==> config.mk <==
export PLATFORM = sky130hd
export DESIGN_NAME = gbe_tx_serializer_flat
export DESIGN_NICKNAME = d
export VERILOG_FILES = /design/src/rtl/gbe_tx_serializer_if.sv /design/src/rtl/gbe_tx_serializer.sv /design/src/flat_wrapper.sv
export SDC_FILE = /design/constraint.sdc
export NUM_CORES = 1
export LEC_CHECK = 0
export BUFFER_PORTS_ARGS = -buffer_cell sky130_fd_sc_hd__buf_4
export CAP_MARGIN = 20
export CORE_AREA = 2 2 439 441
export DETAILED_ROUTE_END_ITERATION = 10
export DIE_AREA = 0 0 441 443
export SYNTH_ARGS = -nofsm -noshare
export SYNTH_HDL_FRONTEND = slang
export SYNTH_SLANG_ARGS = --single-unit
==> constraint.sdc <==
create_clock -name clk -period 4.95 [get_ports clk]
set_input_delay 0.2475 -clock clk [delete_from_list [all_inputs] [get_ports clk]]
set_output_delay 0.2475 -clock clk [all_outputs]
set_load 0.01 [all_outputs]
==> src/rtl/gbe_tx_serializer_if.sv <==
// gbe_tx_if: read strobes and FIFO words in, tx word stream and status out.
interface gbe_tx_if #(
  parameter int WORDS_PER_PACKET = 7,
  parameter int WORD_BITS = 64,
  parameter int PKT_CTR_BITS = 32
);
  logic ce, gbe_re, lb_re;
  logic [WORDS_PER_PACKET*WORD_BITS-1:0] gbe_dout, lb_dout;
  logic [31:0] gbe_dest_ip, lb_dest_ip, tx_dest_ip;
  logic [WORD_BITS-1:0] tx_data;
  logic tx_valid, tx_eof, tx_is_lb, overrun;
  logic [PKT_CTR_BITS-1:0] gbe_pkt_cnt, lb_pkt_cnt;
  modport master (
    output ce, gbe_re, lb_re, gbe_dout, lb_dout, gbe_dest_ip, lb_dest_ip,
    input tx_data, tx_valid, tx_eof, tx_dest_ip, tx_is_lb, gbe_pkt_cnt, lb_pkt_cnt, overrun
  );
  modport slave (
    input ce, gbe_re, lb_re, gbe_dout, lb_dout, gbe_dest_ip, lb_dest_ip,
    output tx_data, tx_valid, tx_eof, tx_dest_ip, tx_is_lb, gbe_pkt_cnt, lb_pkt_cnt, overrun
  );
endinterface

==> src/rtl/gbe_tx_serializer.sv <==
// gbe_tx_serializer: splits one-packet FIFO entries into tx words with per-source counters.
module gbe_tx_serializer #(
  parameter int WORDS_PER_PACKET = 7,
  parameter int WORDS_PER_PACKET_BITS = 3,
  parameter int WORD_BITS = 64,
  parameter int RD_LATENCY = 1,
  parameter int PKT_CTR_BITS = 32
) (
  input logic clk,
  input logic rst,
  gbe_tx_if.slave bus
);
  typedef enum logic {IDLE, SEND} state_t;
  state_t state_q;
  logic [RD_LATENCY-1:0] gbe_dly_q, lb_dly_q;
  logic [WORDS_PER_PACKET_BITS-1:0] idx_q;
  logic [WORDS_PER_PACKET-1:0][WORD_BITS-1:0] pkt_q;
  logic [WORD_BITS-1:0] tx_data_q;
  logic [31:0] tx_dest_ip_q;
  logic tx_valid_q, tx_eof_q, tx_is_lb_q, overrun_q;
  logic [PKT_CTR_BITS-1:0] gbe_cnt_q, lb_cnt_q;
  logic gbe_ld, lb_ld, last, accept;
  assign gbe_ld = gbe_dly_q[RD_LATENCY-1];
  assign lb_ld = lb_dly_q[RD_LATENCY-1];
  assign last = idx_q == WORDS_PER_PACKET_BITS'(WORDS_PER_PACKET - 1);
  // a new packet may land on the eof word so back-to-back packets leave no gap
  assign accept = (gbe_ld || lb_ld) && (state_q == IDLE || last);
  always_ff @(posedge clk) begin
    if (rst) begin
      state_q <= IDLE;
      gbe_dly_q <= '0;
      lb_dly_q <= '0;
      idx_q <= '0;
      pkt_q <= '0;
      tx_data_q <= '0;
      tx_dest_ip_q <= '0;
      tx_valid_q <= 1'b0;
      tx_eof_q <= 1'b0;
      tx_is_lb_q <= 1'b0;
      overrun_q <= 1'b0;
      gbe_cnt_q <= '0;
      lb_cnt_q <= '0;
    end else begin
      tx_valid_q <= 1'b0;
      tx_eof_q <= 1'b0;
      if (bus.ce) begin
        gbe_dly_q <= RD_LATENCY'({gbe_dly_q, bus.gbe_re});
        lb_dly_q <= RD_LATENCY'({lb_dly_q, bus.lb_re});
        if (state_q == SEND) begin
          tx_data_q <= pkt_q[idx_q];
          tx_valid_q <= 1'b1;
          tx_eof_q <= last;
          idx_q <= idx_q + 1'b1;
          if (last) begin
            state_q <= IDLE;
            if (tx_is_lb_q) lb_cnt_q <= lb_cnt_q + 1'b1;
            else gbe_cnt_q <= gbe_cnt_q + 1'b1;
          end
        end
        if (accept) begin
          pkt_q <= gbe_ld ? bus.gbe_dout : bus.lb_dout;
          tx_dest_ip_q <= gbe_ld ? bus.gbe_dest_ip : bus.lb_dest_ip;
          tx_is_lb_q <= !gbe_ld;
          idx_q <= '0;
          state_q <= SEND;
        end
        if ((gbe_ld || lb_ld) && (!accept || (gbe_ld && lb_ld))) overrun_q <= 1'b1;
      end
    end
  end
  assign bus.tx_data = tx_data_q;
  assign bus.tx_valid = tx_valid_q;
  assign bus.tx_eof = tx_eof_q;
  assign bus.tx_dest_ip = tx_dest_ip_q;
  assign bus.tx_is_lb = tx_is_lb_q;
  assign bus.gbe_pkt_cnt = gbe_cnt_q;
  assign bus.lb_pkt_cnt = lb_cnt_q;
  assign bus.overrun = overrun_q;
endmodule

==> src/flat_wrapper.sv <==
// flat-port wrapper written by rule: the top's interface ports become plain ports
module gbe_tx_serializer_flat 
#(
  parameter int WORDS_PER_PACKET = 7,
  parameter int WORDS_PER_PACKET_BITS = 3,
  parameter int WORD_BITS = 64,
  parameter int RD_LATENCY = 1,
  parameter int PKT_CTR_BITS = 32
)
  (clk, rst, bus_ce, bus_gbe_re, bus_lb_re, bus_gbe_dout, bus_lb_dout, bus_gbe_dest_ip, bus_lb_dest_ip, bus_tx_data, bus_tx_valid, bus_tx_eof, bus_tx_dest_ip, bus_tx_is_lb, bus_gbe_pkt_cnt, bus_lb_pkt_cnt, bus_overrun);
  gbe_tx_if #(.WORDS_PER_PACKET(WORDS_PER_PACKET), .WORD_BITS(WORD_BITS), .PKT_CTR_BITS(PKT_CTR_BITS)) bus_i ();
  input logic clk;
  input logic rst;
  input wire logic [$bits(bus_i.ce)-1:0] bus_ce;
  input wire logic [$bits(bus_i.gbe_re)-1:0] bus_gbe_re;
  input wire logic [$bits(bus_i.lb_re)-1:0] bus_lb_re;
  input wire logic [$bits(bus_i.gbe_dout)-1:0] bus_gbe_dout;
  input wire logic [$bits(bus_i.lb_dout)-1:0] bus_lb_dout;
  input wire logic [$bits(bus_i.gbe_dest_ip)-1:0] bus_gbe_dest_ip;
  input wire logic [$bits(bus_i.lb_dest_ip)-1:0] bus_lb_dest_ip;
  output wire logic [$bits(bus_i.tx_data)-1:0] bus_tx_data;
  output wire logic [$bits(bus_i.tx_valid)-1:0] bus_tx_valid;
  output wire logic [$bits(bus_i.tx_eof)-1:0] bus_tx_eof;
  output wire logic [$bits(bus_i.tx_dest_ip)-1:0] bus_tx_dest_ip;
  output wire logic [$bits(bus_i.tx_is_lb)-1:0] bus_tx_is_lb;
  output wire logic [$bits(bus_i.gbe_pkt_cnt)-1:0] bus_gbe_pkt_cnt;
  output wire logic [$bits(bus_i.lb_pkt_cnt)-1:0] bus_lb_pkt_cnt;
  output wire logic [$bits(bus_i.overrun)-1:0] bus_overrun;
  assign bus_i.ce = bus_ce;
  assign bus_i.gbe_re = bus_gbe_re;
  assign bus_i.lb_re = bus_lb_re;
  assign bus_i.gbe_dout = bus_gbe_dout;
  assign bus_i.lb_dout = bus_lb_dout;
  assign bus_i.gbe_dest_ip = bus_gbe_dest_ip;
  assign bus_i.lb_dest_ip = bus_lb_dest_ip;
  assign bus_tx_data = bus_i.tx_data;
  assign bus_tx_valid = bus_i.tx_valid;
  assign bus_tx_eof = bus_i.tx_eof;
  assign bus_tx_dest_ip = bus_i.tx_dest_ip;
  assign bus_tx_is_lb = bus_i.tx_is_lb;
  assign bus_gbe_pkt_cnt = bus_i.gbe_pkt_cnt;
  assign bus_lb_pkt_cnt = bus_i.lb_pkt_cnt;
  assign bus_overrun = bus_i.overrun;
  gbe_tx_serializer #(.WORDS_PER_PACKET(WORDS_PER_PACKET), .WORDS_PER_PACKET_BITS(WORDS_PER_PACKET_BITS), .WORD_BITS(WORD_BITS), .RD_LATENCY(RD_LATENCY), .PKT_CTR_BITS(PKT_CTR_BITS)) u_core (.clk(clk), .rst(rst), .bus(bus_i));
endmodule
Word level (Yosys, flattened, before mapping) --
Cells that the tools add are included.
Storage, ports and cells: register bits after elaboration 618, bits of input ports 965, logic and storage cells 54
Operators by class: $add $sub $neg 3, $lt $le $gt $ge 1, equality and inequality tests 1, mux-type cells 10, bitwise operators 3, reduce and logical (&&, ||, !) cells 17
Operators with widths (number):
- 448-bit two-way mux | 1
- 64-bit binary-select mux with 3-bit select | 1
- 32-bit by 1-bit adder with 32-bit output, second input constant | 2
- 64-bit two-way mux | 1
- 32-bit two-way mux | 1
- 2-bit AND reduction | 4
- 4-bit AND reduction | 2
- 3-bit two-way mux | 2
- 3-bit by 4-bit < comparator with 1-bit output, second input constant | 1
- 1-bit two-way mux | 4
- 3-bit by 1-bit adder with 3-bit output, second input constant | 1
- 3-bit == test, second input constant | 1
- 1-bit logical AND | 3
- 1-bit logical OR | 3
- 1-bit inverter | 3
- 3-bit OR reduction | 1
- 1-bit zero test | 2
- 2-bit nonzero test | 1
- 2-bit OR reduction | 1

Longest topological paths before layout --
Gate-level depths: netlist of the first run.
word-level depth 7, mapped depth 12, mapped depth without buffers 6

Least setup slack after synthesis of the first run --
Ideal clock, no wire load.
kind register to register, from register u_core.idx_q[0], to register u_core.lb_cnt_q[25] (netlist: u_core.bus.lb_pkt_cnt[25]), setup time 0.123 ns, data arrival time 2.734 ns, data required time 4.827 ns, slack 2.093 ns, cell stages (with the launch flop) 12, path buffers 5, path through dfxtp_1 clkbuf_1 buf_2 inv_1 clkbuf_1 ha_1 nand4_4 or4_1 buf_2 buf_6 nor4_1 mux2_1
On the way: cells in the longest elaborated chain, start to end 2
Ends and longest elaborated chain:
- from (decl) | line gbe_tx_serializer.sv:16 | logic [WORDS_PER_PACKET_BITS-1:0] idx_q;
- from (signal assigned) | line gbe_tx_serializer.sv:53 | idx_q <= idx_q + 1'b1;
- 3-bit == test | line gbe_tx_serializer.sv:25 | assign last = idx_q == WORDS_PER_PACKET_BITS'(WORDS_PER_PACKET - 1);
- 4-bit AND reduction (no source line)
- to (signal assigned) | line gbe_tx_serializer.sv:56 | if (tx_is_lb_q) lb_cnt_q <= lb_cnt_q + 1'b1;
- to (decl) | line gbe_tx_serializer.sv:21 | logic [PKT_CTR_BITS-1:0] gbe_cnt_q, lb_cnt_q;
Every way passes these cells. A chain may end at the register's enable or synchronous reset.

Worst setup path after layout of the first run --
from register u_core.idx_q[0], to register u_core.tx_dest_ip_q[6] (netlist: u_core.bus.tx_dest_ip[6])
On the way: cells in the longest elaborated chain, start to end 4
Ends and longest elaborated chain:
- 3-bit == test | line gbe_tx_serializer.sv:25
- 1-bit logical OR | line gbe_tx_serializer.sv:27 | assign accept = (gbe_ld || lb_ld) && (state_q == IDLE || last);
- 1-bit logical AND | line gbe_tx_serializer.sv:27
- 2-bit AND reduction (no source line)
- to (signal assigned) | line gbe_tx_serializer.sv:62 | tx_dest_ip_q <= gbe_ld ? bus.gbe_dest_ip : bus.lb_dest_ip;
- to (decl) | line gbe_tx_serializer.sv:19 | logic [31:0] tx_dest_ip_q;
Every way passes these cells.

==> results.json, run 1 <==
{
  "status": "finished clean",
  "ys_seq_elements": 618,
  "grt-ovfl-total": 0,
  "power.total_w": 0.0152,
  "seq_area_um2": 12400,
  "ys_warn_count": 0,
  "first_pass_iters": 6,
  "syn-cell-area_um2": 29700,
  "synthMuxAreaShare": 0.241,
  "synth_simple_gate_area_frac": 0.109,
  "die_area_um2": 195000,
  "synth_compound_area_frac": 0.184,
  "postSynth.asyncResetShare": 0,
  "clk_pin_slew_ns": 0.07,
  "maxCapViolCount": 0,
  "mappedNetlistNets": 4056,
  "drive_above_1_share": 0.293,
  "row_count": 161,
  "io_buffer_count": 1128,
  "vias": 33400,
  "multi_input_area_um2": 16100,
  "grt_max_degree": 188,
  "initial_core_util": 0.155,
  "n_fill_cell": 20200,
  "synthXorXnorAreaFrac": 0.00413,
  "period_share": 0.727,
  "hp-start": "bus_gbe_dout[253]",
  "syn_to_final_growth_pct": 77.1,
  "cts_hold_buf": 884,
  "fmax_mhz": 278,
  "pin_count": 1129,
  "critPathArrivalTime_ns": 4.24,
  "tightest_slew_ns": 1.07,
  "vias_per_cell": 4.42,
  "ctsResizeCount": 0,
  "post-route-util": 0.275,
  "gp_congestion": 0.936,
  "clkLatencyLatePin_ns": 0.71,
  "ir_worst_vdd_uv": 235,
  "hold_viol_final": 0,
  "critPathLaunch": "u_core.idx_q[0]",
  "grt_pass1_wl_um": 263000,
  "crit_type": "reg -> reg",
  "die_y_um": 443,
  "antenna_left": 0,
  "routedWlPerCell_um": 26.1,
  "synth_top_family_by_area": "multiplexers",
  "cts_max_level": 3,
  "power_leakage_nw": 19.9,
  "postCtsSetupBuffers": 0,
  "seq_area_frac_synth": 0.417,
  "gr-usage-all-layers": 0.193,
  "dpl.hpwl_um": 156000,
  "drt_wl_total_um": 198000,
  "critPathLaunchType": "flop",
  "synth_flop_cell": "dfxtp_1",
  "yosys.area_share.adder": 0.00169,
  "cp_max_fo": 61,
  "synth.distinct_cells": 40,
  "synth_edf_count": 0,
  "setup_viol": 0,
  "post_dp_cell_area_um2": 40600,
  "worst_hold_slack_ns": 0.0435,
  "min_period_ns": 3.60,
  "cts_buffers": 81,
  "power.density_nw_per_um2": 290,
  "cts_root_buffer": "clkbuf_16",
  "syn-instance-count": 3087,
  "drv_slew": 0,
  "cts_max_path_buffers": 3,
  "final_cell_area_um2": 52500,
  "fin_worst_skew_ns": 0.0406,
  "hold_class": "in -> reg",
  "nets": 5889,
  "grt_antenna_before_repair": 141,
  "coreArea_um2": 191000,
  "tns_ns": 0,
  "drt_iter0_drc": 2865,
  "cts_sinks": 618,
  "drc": 0,
  "cp_data_required_time_ns": 5.59,
  "rsz0062_at_grt": "no",
  "slew_headroom": 0.288,
  "cts_tree": "built",
  "syn_avg_cell_area_um2": 9.61,
  "grt_pass1_vias": 32400,
  "reg2reg_from": "u_core.idx_q[0]",
  "critPathCaptureType": "flop",
  "die_x_um": 441
}
[cell usage in the layout (no fill, tap or decap), types with 31 or more instances in the layout]
| master | instances |
|---|---|
| dfxtp_1 | 614 |
| a22oi_1 | 64 |
| diode_2 | 48 |
| a211oi_1 | 480 |
| clkbuf_16 | 83 |
| nand2_1 | 31 |
| a22o_1 | 64 |
| mux2i_1 | 483 |
| dlygate4sd3_1 | 884 |
| buf_4 | 1161 |
| nor2_1 | 579 |
| mux4_2 | 64 |
| a21oi_1 | 106 |
| mux2_2 | 74 |
[stage by stage]
| step | instances | setup slack [ns] |
|---|---|---|
| final | 7558 | 1.35 |
| after global routing | 7540 | 1.12 |
| after CTS | 7510 | 1.44 |
| after detailed placement | 6479 | 1.61 |
| after global placement | 6477 | 1.63 |
| after floorplan | 3087 | 2.09 |
[registers in the layout, indices dropped and copies added, names as in the netlist]
| signal | cells |
|---|---|
| u_core.bus.tx_dest_ip | 32 |
| u_core.bus.tx_data | 64 |
| u_core.bus.overrun | 1 |
| u_core.pkt_q | 448 |
| u_core.idx_q | 3 |
| u_core.bus.lb_pkt_cnt | 32 |
| u_core.bus.tx_is_lb | 1 |
| u_core.bus.tx_eof | 1 |
| u_core.state_q | 1 |
| u_core.bus.tx_valid | 1 |
| u_core.lb_dly_q | 1 |
| u_core.bus.gbe_pkt_cnt | 32 |
| u_core.gbe_dly_q | 1 |
[critical path, cell delays in order, from the launching register on]
cell and delay [ns]:
dfxtp_4 0.35, clkinv_2 0.38, ha_1 0.35, a21boi_0 0.16
nor3b_2 0.41, buf_12 0.29, buf_4 0.54, nor2_1 0.11
a211oi_1 0.26, dlygate4sd3_1 0.59
[area by class of cell]
class	count	area share
Multi-Input combinational cell	2151	0.306
Antenna cell	48	0.00229
Tap cell	2526	0.0601
Sequential cell	618	0.236
Clock buffer	109	0.0442
Inverter	10	0.000738
Timing Repair Buffer	2058	0.339
Clock inverter	38	0.0119
[metal layers]
metal	vias to the layer above	share of wire	track usage
li1	15300	-	-
met1	16200	0.43	0.256
met2	1451	0.44	0.297
met3	354	0.087	0.0558
met4	64	0.035	0.0683
met5	-	0.0023	0
[worst paths after layout]
| kind | endpoint | slack, ns | cells past startpoint |
|---|---|---|---|
| worst max-delay path | u_core.bus.tx_dest_ip[6] | 1.35 | 9 |
| worst min-delay path | u_core.pkt_q[253] | 0.04 | 3 |
| worst max register to register | u_core.bus.tx_dest_ip[6] | 1.35 | 9 |
| worst min register to register | u_core.bus.tx_data[43] | 0.48 | 1 |
[synth_stat cells, drive strengths merged (13+ instances only)]
library cell	number	area share
clkbuf	240	0.030
a22o	64	0.019
mux4	64	0.049
dfxtp	618	0.42
mux2i	483	0.16
o31ai	29	0.0073
buf	68	0.011
and4	13	0.0038
nand4	25	0.0058
a21oi	107	0.018
or4	29	0.0073
mux2	77	0.029
a211oi	480	0.12
a22oi	64	0.016
nand2	31	0.0039
nand3	16	0.0027
nor2	580	0.073
nor2b	15	0.0032
[where the power goes]
part / total [W] / switching, W / internal [W]
Combinational: 0.00315 / 0.00146 / 0.00169
Sequential: 0.00545 / 0.000190 / 0.00526
Clock: 0.00662 / 0.00266 / 0.00396
Total: 0.0152 / 0.00431 / 0.0109
[logic make-up after synthesis]
kind of cell    count (synthesis)
compound gates                757
simple gates                  752
mux                           624
flops                         618
buf+inv                       318
xor+xnor                       14
fa+ha+maj                       4
No activity file was read; power rests on OpenSTA's default activity.
==> inputs of run 2 (changes only) <==
clock period = 3.74 ns   (was 4.95 ns; I/O delays follow)
==> run 2 against run 1 <==
Net effect: fmax up 26%; combinational power up 34%; power up 28%; clock-buffer cell count up 2; clock skew down 0.015 ns; register-to-register slack worse by 0.46 ns; die area unchanged; clock power up 22%; cell count up 0.73%; setup slack worse by 0.46 ns; critical path type unchanged.
==> results.json, run 2 (synthesis gave the netlist of run 1 again) <==
{
  "critPathLaunchType": "flop",
  "nets": 5926,
  "row_count": 161,
  "drv_slew": 0,
  "gr-usage-all-layers": 0.187,
  "slew_headroom": 0.221,
  "cp_data_required_time_ns": 4.26,
  "pwr-share-seq": 0.369,
  "grt_antenna_before_repair": 154,
  "clkLatencyLatePin_ns": 0.71,
  "postCtsSetupBuffers": 0,
  "reg2reg_from": "u_core.gbe_dly_q",
  "drt_wl_total_um": 191000,
  "drt_iter0_drc": 2633,
  "routedWlPerCell_um": 25.1,
  "drive_above_1_share": 0.291,
  "maxCapViolCount": 0,
  "hold_class": "in -> reg",
  "rsz0062_at_grt": "no",
  "placed_cells": 6491,
  "layout.cells.non_filler": 7613,
  "switchingPower_w": 0.00556,
  "cts_max_level": 3,
  "syn_to_final_growth_pct": 78.1,
  "drc": 0,
  "post_dp_cell_area_um2": 40900,
  "cts_root_buffer": "clkbuf_16",
  "grt_pass1_wl_um": 256000,
  "vias": 33000,
  "cts_max_path_buffers": 3,
  "regMostFlops": "u_core.pkt_q",
  "critPathArrivalTime_ns": 3.38,
  "dpl.hpwl_um": 149000,
  "tns_ns": 0,
  "largest_register_ff_count": 448,
  "power.total_w": 0.0194,
  "pwr-share-comb": 0.216,
  "hold_path_end": "u_core.pkt_q[264]",
  "grtUsageMet1": 0.237,
  "power.density_nw_per_um2": 368,
  "slowest_delay_ns": 0.63,
  "met3_usage": 0.0656,
  "fmax_mhz": 351,
  "die_y_um": 443,
  "gp_congestion": 0.952,
  "path_cells": "buf_12, buf_12, buf_4, mux2i_1, dlygate4sd3_1, a211oi_1",
  "clk_pin_slew_ns": 0.06,
  "hold_depth": 3,
  "slowest_stage": "dlygate4sd3_1",
  "crit_type": "reg -> reg",
  "reg2reg_to": "u_core.pkt_q[187]",
  "cts_buffers": 80,
  "cts_tree": "built",
  "cp_common_cell": "buf_12",
  "io_buffer_count": 1128,
  "ir_worst_vdd_uv": 325,
  "power_leakage_nw": 20.0,
  "pin_count": 1129,
  "status": "finished clean",
  "hp-start": "bus_lb_dout[264]",
  "hold_viol_final": 0,
  "busiest_layer": "met2",
  "vias_per_cell": 4.34,
  "cts_sinks": 618,
  "path_delay_family": "buffers and inverters",
  "sw_frac_of_total": 0.286,
  "rr_worst_depth": 6,
  "setup_viol": 0,
  "final_cell_mix": "buf_4 (1161), dlygate4sd3_1 (910), dfxtp_1 (614)",
  "die_area_um2": 195000,
  "grt_pass1_vias": 32700,
  "final_common_cell": "buf_4",
  "crit_buf_inv": 4,
  "cp_max_fo": 58,
  "min_period_ns": 2.85,
  "initial_core_util": 0.155,
  "die_x_um": 441,
  "grtUsageMet2": 0.282,
  "clockPowerShare": 0.415,
  "period_share": 0.763,
  "first_pass_iters": 6,
  "final_cell_area_um2": 52800,
  "antenna_left": 0,
  "fin_worst_skew_ns": 0.0252,
  "grt_max_degree": 193,
  "grt-ovfl-total": 0,
  "tightest_slew_ns": 1.17,
  "p_int_w": 0.0139,
  "coreArea_um2": 191000,
  "critPathCaptureType": "flop",
  "r2r_slack_ns": 0.89
}
run 2: cell types whose count changed in the layout (fill, tap and decap cells not counted), sizes merged:
cell | previous run | this run
diode | 48 | 70
dlygate4sd3 | 884 | 910
inv | 15 | 17
buf | 1174 | 1186
clkinvlp | 7 | 3
clkinv | 14 | 16
clkbuf | 109 | 111
bufinv | 12 | 5
run 2: worst min-delay path, delay by kind of cell:
family,cells,cell delay [ns]
compound gates,1,0.26
mux,1,0.16
buf+inv,1,0.08
run 2: power groups by stage:
stage               logic [W]  registers [W]  clock network, W
finish                0.00421        0.00717           0.00807
global route          0.00449        0.00720           0.00854
CTS                   0.00418        0.00716           0.00832
detailed placement    0.00318        0.00731                 0
global placement      0.00314        0.00729                 0
floorplan             0.00151        0.00724                 0
run 2: how the worst max path moves through the flow:
stage	from	to	slack, ns	cells past startpoint
finish	u_core.gbe_dly_q	u_core.pkt_q[187]	0.89	6
global route	u_core.idx_q[0]	u_core.pkt_q[52]	0.77	8
CTS	u_core.gbe_dly_q	u_core.pkt_q[187]	0.87	6
detailed placement	u_core.idx_q[0]	u_core.bus.tx_data[30]	0.95	6
global placement	u_core.idx_q[0]	u_core.bus.tx_data[30]	1.0	6
floorplan	u_core.idx_q[0]	u_core.bus.lb_pkt_cnt[25]	0.88	11
run 2: cell type report:
cell class | instances | area [um2]
inverter | 10 | 38.8
sequential | 618 | 12400
tap | 2526 | 3160
clock inverter | 31 | 423
timing repair buffer | 2096 | 18300
fill | 20100 | 138000
clock buffer | 111 | 2270
antenna | 70 | 175
multi-input combinational | 2151 | 16100
run 2: per-stage QoR:
| step | util | worst slack [ns] | hold slack, ns |
|---|---|---|---|
| 2_1_floorplan | - | 0.883 | 0.334 |
| 3_3_place_gp | 0.214 | 0.995 | 0.456 |
| 3_5_place_dp | 0.214 | 0.952 | 0.462 |
| 4_1_cts | 0.275 | 0.873 | 0.000249 |
| 5_1_grt | 0.276 | 0.769 | 0.0114 |
| 6_report | 0.276 | 0.888 | 0.0285 |
run 2: layer usage:
layer,up-vias,part of all wire
li1,15400,-
met1,15800,0.41
met2,1378,0.44
met3,337,0.10
met4,64,0.046
met5,-,0.0022
run 2: timing repair:
item	CTS	global route
gates resized for setup	0	0
hold endpoints to repair	463	0
hold buffers	910	0
==> inputs of run 3 (changes only) <==
clock period = 2.6 ns   (was 3.74 ns; I/O delays follow)
==> run 3 against run 2 <==
Net effect: sequential share of layout area is 0.58 points lower; clock skew is 0.011 ns higher; highest routed layer unchanged; critical endpoint is now u_core.bus.tx_data[27]; register-to-register slack worse by 0.81 ns; combinational power is 51% higher; via count is 0.67% higher; clock power is 51% higher; critical path type unchanged; sequential cell count stayed put; largest power group unchanged.
==> results.json, run 3 (synthesis gave the netlist of run 1 again) <==
{
  "status": "finished clean",
  "cp_data_required_time_ns": 3.18,
  "die_y_um": 443,
  "vias": 33200,
  "drv_slew": 0,
  "row_count": 161,
  "gp_congestion": 0.937,
  "preCtsSetupSlack_ns": 0.0174,
  "fin_worst_skew_ns": 0.0362,
  "cts_tree": "built",
  "drt_wl_total_um": 201000,
  "drt_iter0_drc": 2238,
  "clk_pin_slew_ns": 0.06,
  "cts_max_path_buffers": 3,
  "hold_viol_final": 0,
  "tightest_slew_ns": 1.08,
  "crit_type": "reg -> reg",
  "nets": 6050,
  "syn_to_final_growth_pct": 82.7,
  "setup_ws_ns": 0.0780,
  "die_x_um": 441,
  "fmax_mhz": 397,
  "setup_viol": 0,
  "final_cell_mix": "buf_4 (1234), dlygate4sd3_1 (944), dfxtp_1 (614)",
  "grt_max_degree": 154,
  "cts_root_buffer": "clkbuf_16",
  "maxCapViolCount": 0,
  "critPathArrivalTime_ns": 3.10,
  "io_buffer_count": 1128,
  "hold_class": "in -> reg",
  "die_area_um2": 195000,
  "pin_count": 1129,
  "cts_buffers": 82,
  "cp_max_fo": 27,
  "antenna_left": 0,
  "clkLatencyLatePin_ns": 0.69,
  "cts_max_level": 3,
  "min_period_ns": 2.52,
  "critPathCaptureType": "flop",
  "initial_core_util": 0.155,
  "power.density_nw_per_um2": 532,
  "grt_pass1_vias": 32800,
  "dpl.hpwl_um": 161000,
  "rsz0062_at_grt": "no",
  "routedWlPerCell_um": 26.0,
  "first_pass_iters": 5,
  "grt_antenna_before_repair": 130,
  "coreArea_um2": 191000,
  "tns_ns": 0,
  "grt_pass1_wl_um": 266000,
  "gr-usage-all-layers": 0.197,
  "drive_above_1_share": 0.303,
  "power_leakage_nw": 20.7,
  "period_share": 0.970,
  "regMostFlops": "u_core.pkt_q",
  "cts_sinks": 618,
  "vias_per_cell": 4.30,
  "slew_headroom": 0.280,
  "largest_register_ff_count": 448,
  "ir_worst_vdd_uv": 388,
  "grt-ovfl-total": 0,
  "final_common_cell": "buf_4",
  "drc": 0,
  "critPathLaunchType": "flop"
}
## run 3: final timing paths
check	from	to	slack, ns	cells after the start
min reg2reg	u_core.bus.tx_data[34]	u_core.bus.tx_data[34]	0.49	1
max	u_core.idx_q[0]	u_core.bus.tx_data[27]	0.08	6
min	bus_lb_dout[266]	u_core.pkt_q[266]	0.04	3
max reg2reg	u_core.idx_q[0]	u_core.bus.tx_data[27]	0.08	6
## run 3: metal layers
layer	wire, um	vias up	GRT usage
met5	195	-	0
met4	7730	30	0.0826
met3	16200	314	0.0579
met2	90500	1289	0.302
met1	86500	16000	0.254
li1	-	15600	-
## run 3: metrics by stage
step           cell area [um2]   util  std cells  hold WS [ns]  power (W)
3_3_place_gp             41700  0.218       6577         0.372     0.0153
4_1_cts                  54000  0.282       7668       0.00167     0.0292
6_report                 54200  0.283       7727        0.0417     0.0289
2_1_floorplan            29700      -       3087         0.277     0.0126
5_1_grt                  54100  0.283       7711        0.0219     0.0300
3_5_place_dp             41700  0.218       6577         0.385     0.0154
## run 3: layout make-up
cell class	count	area, um2
antenna	57	143
fill	20100	137000
sequential	618	12400
multi-input combinational	2151	16100
clock buffer	111	2330
tap	2526	3160
inverter	10	38.8
clock inverter	36	524
timing repair buffer	2218	19500
## run 3: critical path, cell delays in order, from the launching register on
cell and delay (ns):
dfxtp_4 0.35, buf_4 0.20, buf_4 0.53, mux4_2 0.59, nor2_1 0.42, a21oi_1 0.08, a22o_1 0.21
## run 3: what timing repair did
item | 4_1_cts | 5_1_grt
hold buffers | 944 | 0
endpoints found under the hold margin | 476 | 0
gates resized for setup | 0 | 6
endpoints found under the setup margin | 0 | 15
buffers inserted | 0 | 1
## run 3: power by group
group | switching [W] | internal, W | leakage [nW]
combinational | 0.00288 | 0.00347 | 14.3
clock | 0.00492 | 0.00724 | 1.38
sequential | 0.000337 | 0.0100 | 5.04
